File: src/rtl/coherence_pkg.sv
// Shared types and helpers for the per-core MESI snoop responder.
// Optional statistics counters in snoop_responder are enabled by SNOOP_STATS_EN.
package coherence_pkg;

    localparam int unsigned STAT_W = 16;

    typedef enum logic [1:0] {
        I = 2'd0,
        S = 2'd1,
        E = 2'd2,
        M = 2'd3
    } mesi_t;

    typedef enum logic [1:0] {
        IDLE    = 2'd0,
        LOOKUP  = 2'd1,
        CB_WAIT = 2'd2,
        RESP    = 2'd3
    } snoop_fsm_t;

    // Line state after a local Memory-stage access
    function automatic mesi_t local_next(mesi_t cur, logic is_wr, logic fill_shared);
        mesi_t nxt;
        nxt = cur;
        if (is_wr) begin
            nxt = M;
        end else if (cur == I) begin
            nxt = fill_shared ? S : E;
        end
        return nxt;
    endfunction

    // Line state after answering a remote snoop
    function automatic mesi_t snoop_next(mesi_t cur, logic is_wr);
        mesi_t nxt;
        nxt = cur;
        if (is_wr) begin
            nxt = I;
        end else if (cur == M || cur == E) begin
            nxt = S;
        end
        return nxt;
    endfunction

endpackage

File: src/rtl/line_state_table.sv
// Per-line MESI state array with a local and a snoop read port; snoop writes
// win, and local accesses colliding with the in-flight snoop line are retried.
module line_state_table
    import coherence_pkg::*;
#(
    parameter int unsigned LINES  = 32,
    parameter int unsigned ADDR_W = $clog2(LINES)
) (
    input  logic              clk,
    input  logic              reset,
    input  logic              loc_valid,
    input  logic              loc_wr,
    input  logic [ADDR_W-1:0] loc_addr,
    input  logic              loc_fill_shared,
    output mesi_t             loc_state,
    output logic              loc_retry,
    input  logic              snp_busy,
    input  logic [ADDR_W-1:0] snp_addr,
    input  logic              snp_we,
    input  mesi_t             snp_wstate,
    output mesi_t             snp_state
);

    mesi_t state_q [LINES];
    mesi_t state_d [LINES];
    logic  loc_upd;

    assign loc_state = state_q[loc_addr];
    assign snp_state = state_q[snp_addr];

    always_comb begin
        loc_retry = loc_valid && snp_busy && (loc_addr == snp_addr);
        loc_upd   = loc_valid && !loc_retry;
        for (int i = 0; i < LINES; i++) begin
            state_d[i] = state_q[i];
            if (snp_we && (snp_addr == ADDR_W'(i))) begin
                state_d[i] = snp_wstate;
            end else if (loc_upd && (loc_addr == ADDR_W'(i))) begin
                state_d[i] = local_next(state_q[i], loc_wr, loc_fill_shared);
            end
        end
    end

    always_ff @(posedge clk or posedge reset) begin
        if (reset) begin
            for (int i = 0; i < LINES; i++) begin
                state_q[i] <= I;
            end
        end else begin
            for (int i = 0; i < LINES; i++) begin
                state_q[i] <= state_d[i];
            end
        end
    end

endmodule

File: src/rtl/snoop_responder.sv
// Answers the remote core's rd/wr intents against local MESI state, copying back
// Modified lines first. Define SNOOP_STATS_EN to add saturating snoop statistics.
module snoop_responder
    import coherence_pkg::*;
#(
    parameter int unsigned LINES  = 32,
    parameter int unsigned ADDR_W = $clog2(LINES),
    parameter int unsigned DATA_W = 32
) (
    input  logic              clk,
    input  logic              reset,
    input  logic              snp_valid,
    input  logic              snp_rd_intent,
    input  logic              snp_wr_intent,
    input  logic [ADDR_W-1:0] snp_addr,
    output logic              snp_ready,
    output logic              snp_done,
    output logic              snp_shared,
    output logic              copy_back,
    output logic [ADDR_W-1:0] cb_addr,
    output logic [DATA_W-1:0] cb_data,
    input  logic [DATA_W-1:0] loc_line_data,
    input  logic              main_mem_ack,
    input  logic              loc_valid,
    input  logic              loc_wr,
    input  logic [ADDR_W-1:0] loc_addr,
    input  logic              loc_fill_shared,
    output logic [1:0]        loc_state,
    output logic              loc_retry
`ifdef SNOOP_STATS_EN
    ,
    output logic [STAT_W-1:0] stat_hits,
    output logic [STAT_W-1:0] stat_invals,
    output logic [STAT_W-1:0] stat_copybacks
`endif
);

    snoop_fsm_t        state_q, state_d;
    logic [ADDR_W-1:0] addr_q, addr_d;
    logic              wr_q, wr_d;
    logic              hit_q, hit_d;
    logic              snp_we;
    mesi_t             snp_state, snp_wstate, loc_state_e;

    // Write intent wins over read; a request with neither intent is a read.
    logic intent_unused;
    assign intent_unused = snp_rd_intent;

    line_state_table #(
        .LINES  (LINES),
        .ADDR_W (ADDR_W)
    ) u_table (
        .clk             (clk),
        .reset           (reset),
        .loc_valid       (loc_valid),
        .loc_wr          (loc_wr),
        .loc_addr        (loc_addr),
        .loc_fill_shared (loc_fill_shared),
        .loc_state       (loc_state_e),
        .loc_retry       (loc_retry),
        .snp_busy        (state_q != IDLE),
        .snp_addr        (addr_q),
        .snp_we          (snp_we),
        .snp_wstate      (snp_wstate),
        .snp_state       (snp_state)
    );

    assign loc_state = loc_state_e;

    always_comb begin
        state_d    = state_q;
        addr_d     = addr_q;
        wr_d       = wr_q;
        hit_d      = hit_q;
        snp_we     = 1'b0;
        snp_wstate = snoop_next(snp_state, wr_q);
        case (state_q)
            IDLE: begin
                if (snp_valid) begin
                    addr_d  = snp_addr;
                    wr_d    = snp_wr_intent;
                    state_d = LOOKUP;
                end
            end
            LOOKUP: begin
                hit_d   = (snp_state != I);
                state_d = (snp_state == M) ? CB_WAIT : RESP;
            end
            CB_WAIT: begin
                if (main_mem_ack) begin
                    state_d = RESP;
                end
            end
            RESP: begin
                snp_we  = 1'b1;
                state_d = IDLE;
            end
            default: state_d = IDLE;
        endcase
    end

    always_ff @(posedge clk or posedge reset) begin
        if (reset) begin
            state_q <= IDLE;
            addr_q  <= '0;
            wr_q    <= 1'b0;
            hit_q   <= 1'b0;
        end else begin
            state_q <= state_d;
            addr_q  <= addr_d;
            wr_q    <= wr_d;
            hit_q   <= hit_d;
        end
    end

    // Outputs decode the registered FSM state, so reset clears them immediately.
    assign snp_ready  = (state_q == IDLE);
    assign copy_back  = (state_q == CB_WAIT);
    assign snp_done   = (state_q == RESP);
    assign snp_shared = snp_done && hit_q && !wr_q;
    assign cb_addr    = copy_back ? addr_q : '0;
    assign cb_data    = copy_back ? loc_line_data : '0;

`ifdef SNOOP_STATS_EN
    logic [STAT_W-1:0] hits_q, hits_d;
    logic [STAT_W-1:0] invals_q, invals_d;
    logic [STAT_W-1:0] cbs_q, cbs_d;

    // Saturating event counters
    always_comb begin
        hits_d   = hits_q;
        invals_d = invals_q;
        cbs_d    = cbs_q;
        if (snp_done && hit_q && (hits_q != '1)) begin
            hits_d = hits_q + STAT_W'(1);
        end
        if (snp_done && hit_q && wr_q && (invals_q != '1)) begin
            invals_d = invals_q + STAT_W'(1);
        end
        if (copy_back && main_mem_ack && (cbs_q != '1)) begin
            cbs_d = cbs_q + STAT_W'(1);
        end
    end

    always_ff @(posedge clk or posedge reset) begin
        if (reset) begin
            hits_q   <= '0;
            invals_q <= '0;
            cbs_q    <= '0;
        end else begin
            hits_q   <= hits_d;
            invals_q <= invals_d;
            cbs_q    <= cbs_d;
        end
    end

    assign stat_hits      = hits_q;
    assign stat_invals    = invals_q;
    assign stat_copybacks = cbs_q;
`endif

endmodule

File: config.mk
export PLATFORM = sky130hd
export DESIGN_NAME = snoop_responder
export DESIGN_NICKNAME = d
export VERILOG_FILES = /design/src/rtl/coherence_pkg.sv /design/src/rtl/line_state_table.sv /design/src/rtl/snoop_responder.sv
export SDC_FILE = /design/constraint.sdc
export NUM_CORES = 1
export LEC_CHECK = 0
export ABC_AREA = 1
export CELL_PAD_IN_SITES_DETAIL_PLACEMENT = 0
export CELL_PAD_IN_SITES_GLOBAL_PLACEMENT = 2
export CORE_AREA = 4 4 156 158
export CTS_BUF_LIST = sky130_fd_sc_hd__clkbuf_4
export DETAILED_ROUTE_END_ITERATION = 10
export DIE_AREA = 0 0 160 162
export PLACE_DENSITY_LB_ADDON = 0.15
export SLEW_MARGIN = 20
export SYNTH_ARGS = -nofsm -noshare
export SYNTH_HDL_FRONTEND = slang
export SYNTH_SLANG_ARGS = --single-unit
File: constraint.sdc
create_clock -name clk -period 2.35 [get_ports clk]
set_input_delay 0.47 -clock clk [delete_from_list [all_inputs] [get_ports clk]]
set_output_delay 0.47 -clock clk [all_outputs]
set_load 0.01 [all_outputs]
==> run metrics <==
Sink Count 73; period utilization 99.3%; Post-DP HPWL 21,400 um; CP dominant cell by count buf_4; clk buf depth 2; worst vdd ir 0.312 mV; Mean Syn Cell Area 5.73 um2; Critical Path RT 1.88 ns; antenna violations before repair 1; CP bufs+invs 5; Inst Count DP 1,484; FP Rows 56; WHS 0.349 ns; Max-cap violations 0; Tot GR Track Use 20.7%; CTS tree done; fin util 36.4%; critical path class input pin to primary output; Post-Layout Cell Count 1,523; share of layout cells above drive strength 1 17.9%; largest net degree at the start of global routing 74; TritonCTS Buffers 9; r2r worst-path depth 15; critical path depth 9; Top Usage Layer GRT met2; initial detailed-routing violation count 482; routed length per instance 17.9 um; Mapped Nets 1,090; commonest non-fill, non-tap cell in the layout nand2_1; CTS root buffer clkbuf_4; grt met1 use 29.0%; Skew-Pair Late Insertion Delay 0.47 ns; sequential fraction of the synthesis area 30.8%; RSZ-0062 raised after global routing yes; CP max-delay cell buf_2; Pwr Density 1040 nW/um2; number of library cell types mapped by synthesis 29; GR Util met2 34.6%; DRT Pass-1 Iters 5; Worst Setup End Kind primary output; Crit path max-delay family buffers and inverters; nature of the critical path startpoint input pin; most frequent cells in the layout 327 x nand2_1, 149 x inv_1, 142 x nor2_1; height of the die 162 um; layout net count 1,282; I/O pin count 95; Avg Vias per Cell 4.67; largest fanout on the critical path 12; delay of the slowest critical-path stage 0.21 ns; crit path cell chain buf_2, nand2_1, buf_12, buf_4, o221ai_2, a211oi_2, a21oi_2, buf_4, buf_6; final wirelength 27,200 um; port buffer count 93; grt met3 use 2.79%; first-pass GRT wire length 41,500 um; antenna viol nets, final 0; cts hold-fix bufs 0; Arr. time, crit path 1.86 ns; core area 23,100 um2; Final Power 8.75 mW; vias in the first global route 6,936; Ys Warns 0; final setup margin 0.0169 ns; clock transition at the registers of the reported paths 0.13 ns; grt total ovfl 0; outcome finished, final reports clean; Worst Tran Pin Value 0.500 ns; Place WS -1.01 ns; gpl congestion 0.871; minimum clock period after layout 2.33 ns; Fmax 0.429 GHz; Die W 160 um; DRC 0; starting density of the core 25.6%; Fin Clk Skew 0.0115 ns; Final setup viols 0; total number of vias 7,110; Final Max Tran Viols 0; headroom to the max-slew limit 66.6%; Hold/Removal Path Class input pin to async pin; synthesized instance count 1,035; H-tree levels 3; Area Overhead vs Synth 42.0%; Final Hold Fails 0; Yosys reg bits 73; synthesized cell area 5930 um2; leakage power 4.33 nW; Die Area 25,900 um2
==> cell type report <==
| cell class | count | area (um2) |
|---|---|---|
| Fill cell | 2643 | 14700 |
| Multi-Input combinational cell | 748 | 3440 |
| Timing Repair Buffer | 222 | 2000 |
| Sequential cell | 73 | 1830 |
| Inverter | 173 | 659 |
| Tap cell | 290 | 363 |
| Clock buffer | 11 | 82.6 |
| Clock inverter | 5 | 46.3 |
| Antenna cell | 1 | 2.50 |
==> sequential cells by signal, summed over array words and instances (netlist names) <==
name	cells
addr_q	5
wr_q	1
hit_q	1
u_table.state_q	64
state_q	2
==> tightest hold or removal path: cells and delay by family <==
family   cells  cell delay, ns
buf+inv      3            0.77
==> cells in the mapped netlist (all sizes together) <==
| cell | number | area [um2] |
|---|---|---|
| buf | 12 | 60.1 |
| or2 | 1 | 6.26 |
| nand4 | 5 | 31.3 |
| o211ai | 1 | 7.51 |
| xor2 | 1 | 8.76 |
| inv | 171 | 642 |
| a22oi | 7 | 52.6 |
| o221ai | 6 | 52.6 |
| clkbuf | 29 | 109 |
| o31ai | 3 | 22.5 |
| clkinv | 2 | 7.51 |
| nand3 | 63 | 320 |
| o21bai | 1 | 7.51 |
| nand3b | 1 | 7.51 |
| a21boi | 6 | 45.0 |
| o21ai | 79 | 395 |
| o22ai | 11 | 68.8 |
| nor3 | 11 | 55.1 |
| a21oi | 67 | 335 |
| nand2 | 330 | 1240 |
| a211oi | 2 | 15.0 |
| dfrtp | 73 | 1830 |
| ha | 4 | 50.1 |
| nor2 | 149 | 562 |
==> per-layer routing <==
| metal | share of wire [%] | routed length, um |
|---|---|---|
| met5 | 0 | 0 |
| met4 | 1.1 | 307 |
| met3 | 3.7 | 1010 |
| met2 | 47 | 12800 |
| met1 | 48 | 13100 |
==> final timing paths <==
path,start,endpoint,slack (ns)
setup / recovery,loc_addr[1],loc_state[1],0.02
hold / removal,reset,u_table.state_q[40],0.35
setup reg to reg,addr_q[1],u_table.state_q[16],0.14
hold reg to reg,u_table.state_q[42],u_table.state_q[42],0.49
max in group asynchronous,reset,u_table.state_q[55],1.56
min in group clk,u_table.state_q[42],u_table.state_q[42],0.49
==> report_power, final <==
part | internal, mW | switching, mW
combinational | 2.22 | 3.15
sequential | 1.85 | 0.678
clock | 0.337 | 0.513
==> stage by stage <==
stage / TNS [ns] / instance area (um2)
finish: 0 / 8420
global route: -0.0938 / 8420
CTS: -0.120 / 8200
detailed placement: -20.94 / 7970
global placement: -20.41 / 7970
floorplan: 0 / 5930
==> timing repair <==
item                       4_1_cts  5_1_grt
hold endpoints to repair         0        0
gates resized for setup        137       48
pin swaps                        4       12
buffers inserted                 6       14
setup endpoints to repair       53       43
cloned                           2        0
==> kinds of logic (layout without fill, tap and decap cells) <==
family                     Yosys count  in the layout  share of synthesized area (%)
AOI/OAI and AO/OA                  183            183                           16.9
buffers and inverters              214            411                           13.8
other                                0              1                              0
xor gates and xnor gates             1              1                          0.148
DFF                                 73             73                           30.8
and+or+nand+nor                    560            560                           37.5
adders and majority gates            4              4                          0.844
Power figures use the tool's default switching activity.
